===== src/rtl/stream_tx_pkg.sv =====
// stream_tx_pkg: shared types and constants for the stream tx framer.
//   - tx_state_e : framer FSM states
//   - SYNC_DEFAULT, ID_W, LEN_W, BYTE_W : framing widths/constants
//   - HDR0_* : bit positions of id and len[9:8] inside the first header byte
//   - hdr0_byte(), csum_byte() : header packing and checksum finalisation
package stream_tx_pkg;

  localparam int ID_W   = 4;
  localparam int LEN_W  = 10;
  localparam int BYTE_W = 8;

  localparam logic [BYTE_W-1:0] SYNC_DEFAULT = 8'hA5;

  // First header byte layout: {id, 2'b00, len[9:8]}
  localparam int HDR0_ID_MSB  = 7;
  localparam int HDR0_ID_LSB  = 4;
  localparam int HDR0_LEN_MSB = 1;
  localparam int HDR0_LEN_LSB = 0;

  typedef enum logic [2:0] {
    IDLE = 3'd0,
    HSEQ = 3'd1,
    HDR0 = 3'd2,
    HDR1 = 3'd3,
    PAY  = 3'd4,
    CSUM = 3'd5
  } tx_state_e;

  function automatic logic [BYTE_W-1:0] hdr0_byte(input logic [ID_W-1:0] id,
                                                  input logic [LEN_W-1:0] len);
    logic [BYTE_W-1:0] b;
    b = 8'h00;
    b[HDR0_ID_MSB:HDR0_ID_LSB]   = id;
    b[HDR0_LEN_MSB:HDR0_LEN_LSB] = len[LEN_W-1:BYTE_W];
    return b;
  endfunction

  // Two's complement of the running sum: makes all post-SYNC bytes sum to 0
  function automatic logic [BYTE_W-1:0] csum_byte(input logic [BYTE_W-1:0] sum);
    return (~sum) + 8'd1;
  endfunction

endpackage


===== src/rtl/tx_out_reg.sv =====
// tx_out_reg: one-entry holding register for the framed output byte.
//   clk, rst_n         : clock, async active-low reset
//   load, load_data    : request to present a new byte (taken only when slot_free)
//   tx_ready           : sink acceptance
//   tx_data, tx_valid  : registered output byte and its valid
//   slot_free          : register empty or being drained this cycle
module tx_out_reg
  import stream_tx_pkg::*;
(
  input  logic              clk,
  input  logic              rst_n,
  input  logic              load,
  input  logic [BYTE_W-1:0] load_data,
  input  logic              tx_ready,
  output logic [BYTE_W-1:0] tx_data,
  output logic              tx_valid,
  output logic              slot_free
);

  assign slot_free = !tx_valid || tx_ready;

  // Output byte register: load when free, otherwise drain or hold
  always_ff @(posedge clk or negedge rst_n) begin
    if (!rst_n) begin
      tx_data  <= 8'h00;
      tx_valid <= 1'b0;
    end else if (slot_free && load) begin
      tx_data  <= load_data;
      tx_valid <= 1'b1;
    end else if (slot_free) begin
      tx_valid <= 1'b0;
    end else begin
      tx_valid <= tx_valid;
    end
  end

endmodule


===== src/rtl/stream_tx_framer.sv =====
// stream_tx_framer: serialises one selected-stream message at a time into
// SYNC | [SEQ] | HDR0 | HDR1 | payload | CSUM on a byte-wide valid/ready link.
//   clk, rst_n                      : clock, async active-low reset
//   strm_data/count/id/avail        : selected stream head byte and message info
//   strm_pull                       : consume one payload byte (combinational)
//   send_id                         : stream id being transmitted (held per frame)
//   tx_data, tx_valid, tx_ready     : framed output byte stream
// Optional: `define STREAM_TX_SEQ_EN inserts an 8-bit frame sequence byte
// after SYNC (covered by the checksum, advanced when CSUM loads).
module stream_tx_framer
  import stream_tx_pkg::*;
#(
  parameter logic [BYTE_W-1:0] SYNC_BYTE  = SYNC_DEFAULT,
  parameter int                GAP_CYCLES = 0
) (
  input  logic              clk,
  input  logic              rst_n,
  input  logic [BYTE_W-1:0] strm_data,
  input  logic [LEN_W-1:0]  strm_count,
  input  logic [ID_W-1:0]   strm_id,
  input  logic              strm_avail,
  output logic              strm_pull,
  output logic [ID_W-1:0]   send_id,
  output logic [BYTE_W-1:0] tx_data,
  output logic              tx_valid,
  input  logic              tx_ready
);

  tx_state_e         state_r, state_s;
  logic [ID_W-1:0]   send_id_r;
  logic [LEN_W-1:0]  len_r;
  logic [LEN_W-1:0]  rem_r;
  logic [BYTE_W-1:0] sum_r;
  logic [3:0]        gap_r;
  logic              slot_free_s;
  logic              load_s;
  logic [BYTE_W-1:0] load_data_s;
  logic              start_s;
  logic              add_s;
  logic              dec_s;
  logic              csum_s;
  logic              pull_s;
`ifdef STREAM_TX_SEQ_EN
  logic [BYTE_W-1:0] seq_r;
`endif

  tx_out_reg u_out (
    .clk       (clk),
    .rst_n     (rst_n),
    .load      (load_s),
    .load_data (load_data_s),
    .tx_ready  (tx_ready),
    .tx_data   (tx_data),
    .tx_valid  (tx_valid),
    .slot_free (slot_free_s)
  );

  assign strm_pull = pull_s;
  assign send_id   = send_id_r;

  // Next-state and byte-select logic for the framing FSM
  always_comb begin
    state_s     = state_r;
    load_s      = 1'b0;
    load_data_s = 8'h00;
    start_s     = 1'b0;
    add_s       = 1'b0;
    dec_s       = 1'b0;
    csum_s      = 1'b0;
    pull_s      = 1'b0;
    case (state_r)
      IDLE: begin
        if (strm_avail && slot_free_s && (gap_r == 4'd0)) begin
          start_s     = 1'b1;
          load_s      = 1'b1;
          load_data_s = SYNC_BYTE;
`ifdef STREAM_TX_SEQ_EN
          state_s     = HSEQ;
`else
          state_s     = HDR0;
`endif
        end else begin
          state_s = IDLE;
        end
      end
`ifdef STREAM_TX_SEQ_EN
      HSEQ: begin
        if (slot_free_s) begin
          load_s      = 1'b1;
          load_data_s = seq_r;
          add_s       = 1'b1;
          state_s     = HDR0;
        end else begin
          state_s = HSEQ;
        end
      end
`endif
      HDR0: begin
        if (slot_free_s) begin
          load_s      = 1'b1;
          load_data_s = hdr0_byte(send_id_r, len_r);
          add_s       = 1'b1;
          state_s     = HDR1;
        end else begin
          state_s = HDR0;
        end
      end
      HDR1: begin
        if (slot_free_s) begin
          load_s      = 1'b1;
          load_data_s = len_r[BYTE_W-1:0];
          add_s       = 1'b1;
          state_s     = (len_r != 10'd0) ? PAY : CSUM;
        end else begin
          state_s = HDR1;
        end
      end
      PAY: begin
        // Underflow (no avail) simply stalls; the frame is never aborted
        if (slot_free_s && strm_avail) begin
          load_s      = 1'b1;
          load_data_s = strm_data;
          pull_s      = 1'b1;
          add_s       = 1'b1;
          dec_s       = 1'b1;
          state_s     = (rem_r == 10'd1) ? CSUM : PAY;
        end else begin
          state_s = PAY;
        end
      end
      CSUM: begin
        if (slot_free_s) begin
          load_s      = 1'b1;
          load_data_s = csum_byte(sum_r);
          csum_s      = 1'b1;
          state_s     = IDLE;
        end else begin
          state_s = CSUM;
        end
      end
      default: begin
        state_s = IDLE;
      end
    endcase
  end

  // FSM state register
  always_ff @(posedge clk or negedge rst_n) begin
    if (!rst_n) begin
      state_r <= IDLE;
    end else begin
      state_r <= state_s;
    end
  end

  // Message info latched only at frame start; remaining count walks down in PAY
  always_ff @(posedge clk or negedge rst_n) begin
    if (!rst_n) begin
      send_id_r <= 4'd0;
      len_r     <= 10'd0;
      rem_r     <= 10'd0;
    end else if (start_s) begin
      send_id_r <= strm_id;
      len_r     <= strm_count;
      rem_r     <= strm_count;
    end else if (dec_s) begin
      rem_r <= rem_r - 10'd1;
    end
  end

  // Running checksum over every byte after SYNC
  always_ff @(posedge clk or negedge rst_n) begin
    if (!rst_n) begin
      sum_r <= 8'h00;
    end else if (csum_s) begin
      sum_r <= 8'h00;
    end else if (add_s) begin
      sum_r <= sum_r + load_data_s;
    end
  end

  // Inter-frame gap: counts only while the output register is empty
  always_ff @(posedge clk or negedge rst_n) begin
    if (!rst_n) begin
      gap_r <= 4'd0;
    end else if (csum_s) begin
      gap_r <= 4'(GAP_CYCLES);
    end else if ((gap_r != 4'd0) && !tx_valid) begin
      gap_r <= gap_r - 4'd1;
    end
  end

`ifdef STREAM_TX_SEQ_EN
  // Frame sequence number, advanced as each checksum byte is loaded
  always_ff @(posedge clk or negedge rst_n) begin
    if (!rst_n) begin
      seq_r <= 8'h00;
    end else if (csum_s) begin
      seq_r <= seq_r + 8'd1;
    end
  end
`endif

endmodule


===== config.mk =====
export PLATFORM = sky130hd
export DESIGN_NAME = stream_tx_framer
export DESIGN_NICKNAME = d
export VERILOG_FILES = /design/src/rtl/stream_tx_pkg.sv /design/src/rtl/tx_out_reg.sv /design/src/rtl/stream_tx_framer.sv
export SDC_FILE = /design/constraint.sdc
export NUM_CORES = 1
export LEC_CHECK = 0
export CORE_UTILIZATION = 59
export CTS_CLUSTER_SIZE = 14
export DETAILED_ROUTE_END_ITERATION = 10
export HOLD_SLACK_MARGIN = 0.02
export MAX_ROUTING_LAYER = met4
export PLACE_DENSITY = 0.85
export SYNTH_ARGS = -nofsm -noshare
export SYNTH_HDL_FRONTEND = slang
export SYNTH_HIERARCHICAL = 1
export SYNTH_SLANG_ARGS = --single-unit

===== constraint.sdc =====
create_clock -name clk -period 7.3 [get_ports clk]
set_input_delay 0.73 -clock clk [delete_from_list [all_inputs] [get_ports clk]]
set_output_delay 0.73 -clock clk [all_outputs]
set_load 0.02 [all_outputs]

==> results of run 1 <==
worst reg2reg max path, cell delays in order, from the launching register on:
cell      delay [ps]
dfrtp_1          740
nand2_1          230
nor2_2           600
a221oi_1         180
a21oi_1          230
ha_1             310
nand3_1          100
o211ai_1         120
o41ai_1          350
nand2_1          100
mux2i_1          170
mux2i_1          200
kinds of logic (layout without fill, tap and decap cells):
family / count (synthesis) / in the layout / synth area share
mux: 15 / 15 / 0.06529
compound gates: 51 / 51 / 0.1190
flops: 48 / 48 / 0.4124
simple gates: 143 / 143 / 0.2440
fa+ha+maj: 14 / 14 / 0.06272
buf+inv: 21 / 58 / 0.03952
xor+xnor: 19 / 19 / 0.05713
report_power, final:
| group | internal (mW) | switching, mW |
|---|---|---|
| clock network | 0.0679 | 0.0898 |
| registers | 0.359 | 0.0969 |
| logic | 0.203 | 0.221 |
final cells by class:
type                       count  area [sq um]  area share
clock buffer                   5         68.82     0.02021
clock inverter                 3         23.77    0.006983
inverter                      10         37.54     0.01103
multi-input combinational    242          1597      0.4689
sequential                    48          1201      0.3528
tap                           67         83.83     0.02462
timing repair buffer          40         392.9      0.1154
layer usage:
layer	vias to the layer above	wire, microns	share of wire
met1	1096	2814	0.47
met4	0	54	0.0089
met2	64	2931	0.49
li1	1145	-	-
met3	6	238	0.039
met5	-	0	0
cells in the mapped netlist (3+ instances only):
cell / number
inv_1: 9
mux2i_1: 7
xnor2_1: 13
nor2_1: 26
nor4_1: 3
a221oi_1: 5
ha_1: 13
nand2_1: 73
dfrtp_1: 48
o21ai_1: 5
xor2_1: 6
nand3_1: 7
buf_6: 3
clkbuf_1: 5
mux2_4: 8
o21ai_0: 11
nor3_1: 7
a21oi_1: 14
worst min-delay path by stage:
stage,end,slack (ps),start
final,u_out/tx_data[7],510,u_out/tx_data[7]
after CTS,u_out/tx_data[7],520,u_out/tx_data[7]
after global routing,u_out/tx_data[6],540,u_out/tx_data[6]
after global placement,len_r[8],490,len_r[8]
after detailed placement,u_out/tx_data[7],490,u_out/tx_data[7]
after floorplan,gap_r[0],430,rst_n
per-stage QoR:
step	std cells	instance area (sq um)	power, mW	utilization	setup slack, ps
finish	415	3405	1.037	0.7208	3523
global route	415	3405	1.110	0.7208	3286
CTS	415	3405	1.041	0.7208	3571
detailed placement	407	3312	0.8816	0.7012	3257
global placement	407	3312	0.8627	0.7012	3372
floorplan	311	2913	0.7560	-	3817
state kept, by name, summed over array words and instances, names as in the netlist:
register and count:
rem_r 10, u_out/tx_data 8, sum_r 8, len_r 10, send_id 4, gap_r 4, state_r 3, u_out/tx_valid 1
==> metrics.cfg, run 1 <==
[outcome]
status = finished clean

[sta]
grt_setup_unrepaired = false
period_share = 0.5174
setup_tns_ps = 0
slew_viol_final = 0
fmax_mhz = 264.8
worst_clock_skew_ps = 6.847
setup_violations = 0
hold_viol = 0
relSlewSlack = 0.3057
whs_ps = 514.9
worstMarginPinSlew_ps = 1041
period_needed_ps = 3777

[layout]
num-nets-final = 387
mostFrequentLayoutCell = nand2_1
nFillCells = 358
syn_to_final_growth_pct = 16.88
antenna_cells = 0
final_cell_mix = nand2_1 (73), dfrtp_1 (48), clkdlybuf4s50_1 (38)
drive_above_1_share = 0.09770

[job]
drv_cap = 0

[synthesis]
synth_edf_count = 0
syn_area_sq_mm = 0.002913
synthTopCellsByArea = dfrtp_1 (41%), nand2_1 (9.4%), ha_1 (5.6%), mux2_4 (4.1%), xnor2_1 (3.9%)
synthCells = 311
yosys.area.top_type = dfrtp_1
ys_async_sr_fraction = 1.000
yosys_warnings = 6
yosysTopAreaCellShare = 0.4124
synth.distinct_cells = 57
ys_seq_area_frac = 0.4124
synthFlopType = dfrtp_1
syn_nets = 351
ys_ff_latch = 48
synth.avg_cell_area_sq_um = 9.366

[setup_path]
cp-startpoint = tx_ready
cp_num_buf_inv = 2
path_max_fanout = 12
critical_path.max_stage_delay_ps = 450
path_depth = 14
r2r_start = state_r[0]
cp-end-kind = flip-flop
path_class = in2reg
cp_slowest_cell = clkdlybuf4s50_1
crit_family = compound AO/OA/AOI/OAI gates
worstPathArrival_ps = 4000
endpoint = sum_r[7]
rr_worst_depth = 11
crit_path_start_kind = input pin
cp_cell_sequence = clkdlybuf4s50_1 > nand2b_4 > nor2b_4 > nand3_2 > inv_2 > a22oi_1 > a21oi_1 > ha_1 > a21oi_1 > o211ai_1 > o41ai_1 > nand2_1 > mux2i_1 > mux2i_1
required_ps = 7520
worst-r2r-setup-slack_ps = 3910
reg2reg_to = sum_r[7]

[grt]
overflow = 0
busiest_layer = met2
antenna_found_initial = 0
grt_pass1_vias = 2264
met3_usage = 0.03333
grt_max_degree = 49
use_met1 = 0.3330
grtUsageTotal = 0.2563
grt_pass1_wl_microns = 10130
use_met2 = 0.4237

[pwr]
p_per_area_mw_per_mm2 = 304.6
irDropWorstVdd_mv = 0.1719
power_leakage_nw = 1.515

[place]
io_buffers = 39
routabilityCongestion = 0.8893
post-dp-hpwl_microns = 4482

[floorplanning]
die_width_microns = 72.27
io_pins = 40
core.rowCount = 25
die_h_microns = 72.27
die_area_sq_mm = 0.005222
initial_core_util = 0.6167
core_sq_mm = 0.004723

[clock_tree]
cts-resized-gates = 0
cts_buffer_depth = 2
cts_tree = built
clk_latency_ps = 300
cts_sinks = 48
ctsHoldBuffers = 0
cts_max_level = 2
cts.reportedPaths.clkPinSlew_ps = 90
root_buffer = clkbuf_8
post-cts-setup-buffers = 0
numCtsBuffers = 5

[route]
dr.pass1.iters = 4
post_drt_wl_per_cell_microns = 14.55
vias_per_cell = 5.569
vias = 2311
wl_microns = 6038
drt_iter0_markers = 136
ant_nets = 0
drcViolationCount = 0

[hold_path]
min_path_cells = 1
worst_hold_path_type = reg2reg

No activity file was read; power rests on OpenSTA's default activity.
==> inputs of run 2 (changes only) <==
--- a/config.mk
+++ b/config.mk
@@ -5,12 +5,12 @@
 export SDC_FILE = /design/constraint.sdc
 export NUM_CORES = 1
 export LEC_CHECK = 0
-export CORE_UTILIZATION = 59
+export CORE_UTILIZATION = 50
 export CTS_CLUSTER_SIZE = 14
 export DETAILED_ROUTE_END_ITERATION = 10
 export HOLD_SLACK_MARGIN = 0.02
 export MAX_ROUTING_LAYER = met4
-export PLACE_DENSITY = 0.85
+export PLACE_DENSITY = 0.77
 export SYNTH_ARGS = -nofsm -noshare
 export SYNTH_HDL_FRONTEND = slang
 export SYNTH_HIERARCHICAL = 1
==> constraint.sdc (replaced) <==
create_clock -name clk -period 3.3 [get_ports clk]
set_input_delay 0.33 -clock clk [delete_from_list [all_inputs] [get_ports clk]]
set_output_delay 0.33 -clock clk [all_outputs]
set_load 0.02 [all_outputs]
==> run 2 against run 1 <==
Cell count up 4.3%. Critical path type unchanged. Sequential cell count unchanged. Worst hold slack worse by 320 ps. Critical endpoint is now sum_r[6]. Critical path depth up 1. Sequential power up 120%. Count of clock-buffer cells in the layout unchanged.
==> metrics.cfg, run 2 (synthesis gave the netlist of run 1 again) <==
[place]
io_buffers = 39  ; unchanged
routabilityCongestion = 0.8802  ; was 0.8893
post-dp-hpwl_microns = 4660  ; was 4482 microns
dp_cells = 425  ; was 407
preCtsSetupSlack_ps = 8.224  ; was 3257 ps

[hold_path]
worst_hold_path_type = in2async  ; was reg2reg

[route]
met3WireLength_microns = 250  ; was 238 microns
vias_per_cell = 5.409  ; was 5.569
vias = 2342  ; was 2311
wl_microns = 6174  ; was 6038 microns
post_drt_wl_per_cell_microns = 14.26  ; was 14.55 microns
top_layer = met4  ; unchanged
wl_met2_microns = 2926  ; was 2931 microns
drcViolationCount = 0  ; unchanged
ant_nets = 0  ; unchanged
met1Wirelength_microns = 2924  ; was 2814 microns
drt_iter0_markers = 142  ; was 136
dr.pass1.iters = 4  ; unchanged

[sta]
fmax_mhz = 336.3
period_share = 0.9011
setup_violations = 0  ; unchanged
grt_setup_unrepaired = false  ; unchanged
setup_slack_ps = 326.3  ; was 3523 ps
period_needed_ps = 2974
slew_viol_final = 0  ; unchanged
setup_tns_ps = 0  ; unchanged
whs_ps = 196.7  ; was 514.9 ps
hold_viol = 0  ; unchanged
relSlewSlack = 0.2916  ; was 0.3057
worst_clock_skew_ps = 7.438  ; was 6.847 ps
worstMarginPinSlew_ps = 1063  ; was 1041 ps

[clock_tree]
ctsHoldBuffers = 0  ; unchanged
cts.reportedPaths.clkPinSlew_ps = 100  ; was 90 ps
cts_sinks = 48  ; unchanged
cts_buffer_depth = 2  ; unchanged
numCtsBuffers = 5  ; unchanged
root_buffer = clkbuf_8  ; unchanged
clk_latency_ps = 310  ; was 300 ps
cts-resized-gates = 0  ; unchanged
post-cts-setup-buffers = 0  ; unchanged
cts_max_level = 2  ; unchanged
cts_tree = built  ; unchanged

[floorplanning]
die_area_sq_mm = 0.006135  ; was 0.005222 sq mm
die_width_microns = 78.33  ; was 72.27 microns
io_pins = 40  ; unchanged
initial_core_util = 0.5226  ; was 0.6167
core.rowCount = 27  ; was 25
core_sq_mm = 0.005574  ; was 0.004723 sq mm
die_h_microns = 78.33  ; was 72.27 microns

[grt]
grt_pass1_wl_microns = 10700  ; was 10130 microns
overflow = 0  ; unchanged
grt_pass1_vias = 2274  ; was 2264
grt_max_degree = 49  ; unchanged
antenna_found_initial = 0  ; unchanged
grtUsageTotal = 0.2287  ; was 0.2563

[setup_path]
worstPathArrival_ps = 3180  ; was 4000 ps
cp-end-kind = flip-flop  ; unchanged
crit_path_start_kind = input pin  ; unchanged
cp_slowest_cell = fa_1  ; was clkdlybuf4s50_1
path_max_fanout = 8  ; was 12
rr_worst_depth = 14  ; was 11
cp_cell_sequence = clkdlybuf4s50_1 > nand2b_4 > nor2b_4 > nand3_2 > inv_2 > a221oi_1 > a21oi_1 > ha_1 > fa_1 > a21o_1 > a21oi_1 > o21bai_1 > a21oi_1 > nor3b_1 > nor3_1  ; was clkdlybuf4s50_1 > nand2b_4 > nor2b_4 > nand3_2 > inv_2 > a22oi_1 > a21oi_1 > ha_1 > a21oi_1 > o211ai_1 > o41ai_1 > nand2_1 > mux2i_1 > mux2i_1
r2r_start = sum_r[1]  ; was state_r[0]
path_class = in2reg  ; unchanged
critical_path.max_stage_delay_ps = 410  ; was 450 ps
required_ps = 3510  ; was 7520 ps
worst-r2r-setup-slack_ps = 400  ; was 3910 ps
reg2reg_to = sum_r[6]  ; was sum_r[7]
cp_common_cell = a21oi_1

[layout]
num-nets-final = 400  ; was 387
multi_input_area_sq_mm = 0.001597  ; unchanged
final_cell_mix = nand2_1 (73), dfrtp_1 (48), clkdlybuf4s50_1 (38)  ; unchanged
nFillCells = 460  ; was 358
drive_above_1_share = 0.1302  ; was 0.09770
mostFrequentLayoutCell = nand2_1  ; unchanged
ff_latch_area_sq_mm = 0.001201  ; unchanged
reg_top3 = len_r (10), rem_r (10)  ; unchanged
syn_to_final_growth_pct = 20.53  ; was 16.88%
antenna_cells = 0  ; unchanged
final_cells = 433  ; was 415

[outcome]
status = finished clean  ; unchanged

[pwr]
finalPower_mw = 2.329  ; was 1.037 mW
irDropWorstVdd_mv = 0.3223  ; was 0.1719 mV
power_leakage_nw = 1.588  ; was 1.515 nW
p_per_area_mw_per_mm2 = 663.4  ; was 304.6 mW/mm^2

[job]
drv_cap = 0  ; unchanged

## run 2: cell types whose count changed in the layout (fill, tap and decap cells not counted)
cell        delta
buf_4         +13
clkinvlp_4     -2
inv_6          +2
## run 2: how the worst max path moves through the flow
stage                              start       end  slack, ps  depth (start not counted)
after floorplan           u_out/tx_valid  sum_r[6]        100                         16
after CTS                       tx_ready  sum_r[7]        350                         15
after global routing            tx_ready  sum_r[7]          6                         15
after global placement          tx_ready  sum_r[6]         70                         15
after detailed placement        tx_ready  sum_r[7]          8                         15
final                           tx_ready  sum_r[6]        330                         15
## run 2: worst max-delay path, delay by kind of cell
family                     cells  cell delay [ps]
buffers and inverters          2              450
and+or+nand+nor                5              720
AOI/OAI and AO/OA              6             1020
adders and majority gates      2              640
## run 2: layer usage
layer	vias up	GRT usage
met5	-	-
met4	0	0.07407
met3	8	0.03837
met2	60	0.3544
met1	1103	0.3064
li1	1171	-
## run 2: where the power goes
part           internal [mW]  switching (mW)  leakage, nW
registers              0.795           0.214        0.626
clock network          0.156           0.224       0.0491
logic                  0.459           0.482        0.913
## run 2: metrics by stage
step                      cell area [sq um]  utilization
after floorplan                        2913            -
after global placement                 3416       0.6128
after detailed placement               3416       0.6128
after CTS                              3511       0.6299
after global routing                   3511       0.6299
final                                  3511       0.6299
## run 2: final cells by class
class,count,area share
well taps,72,0.02566
multi-input cells,242,0.4547
inverters,10,0.01069
clock buffers,5,0.01960
clock inverters,3,0.007484
flip-flops and latches,48,0.3421
repair buffers,53,0.1397
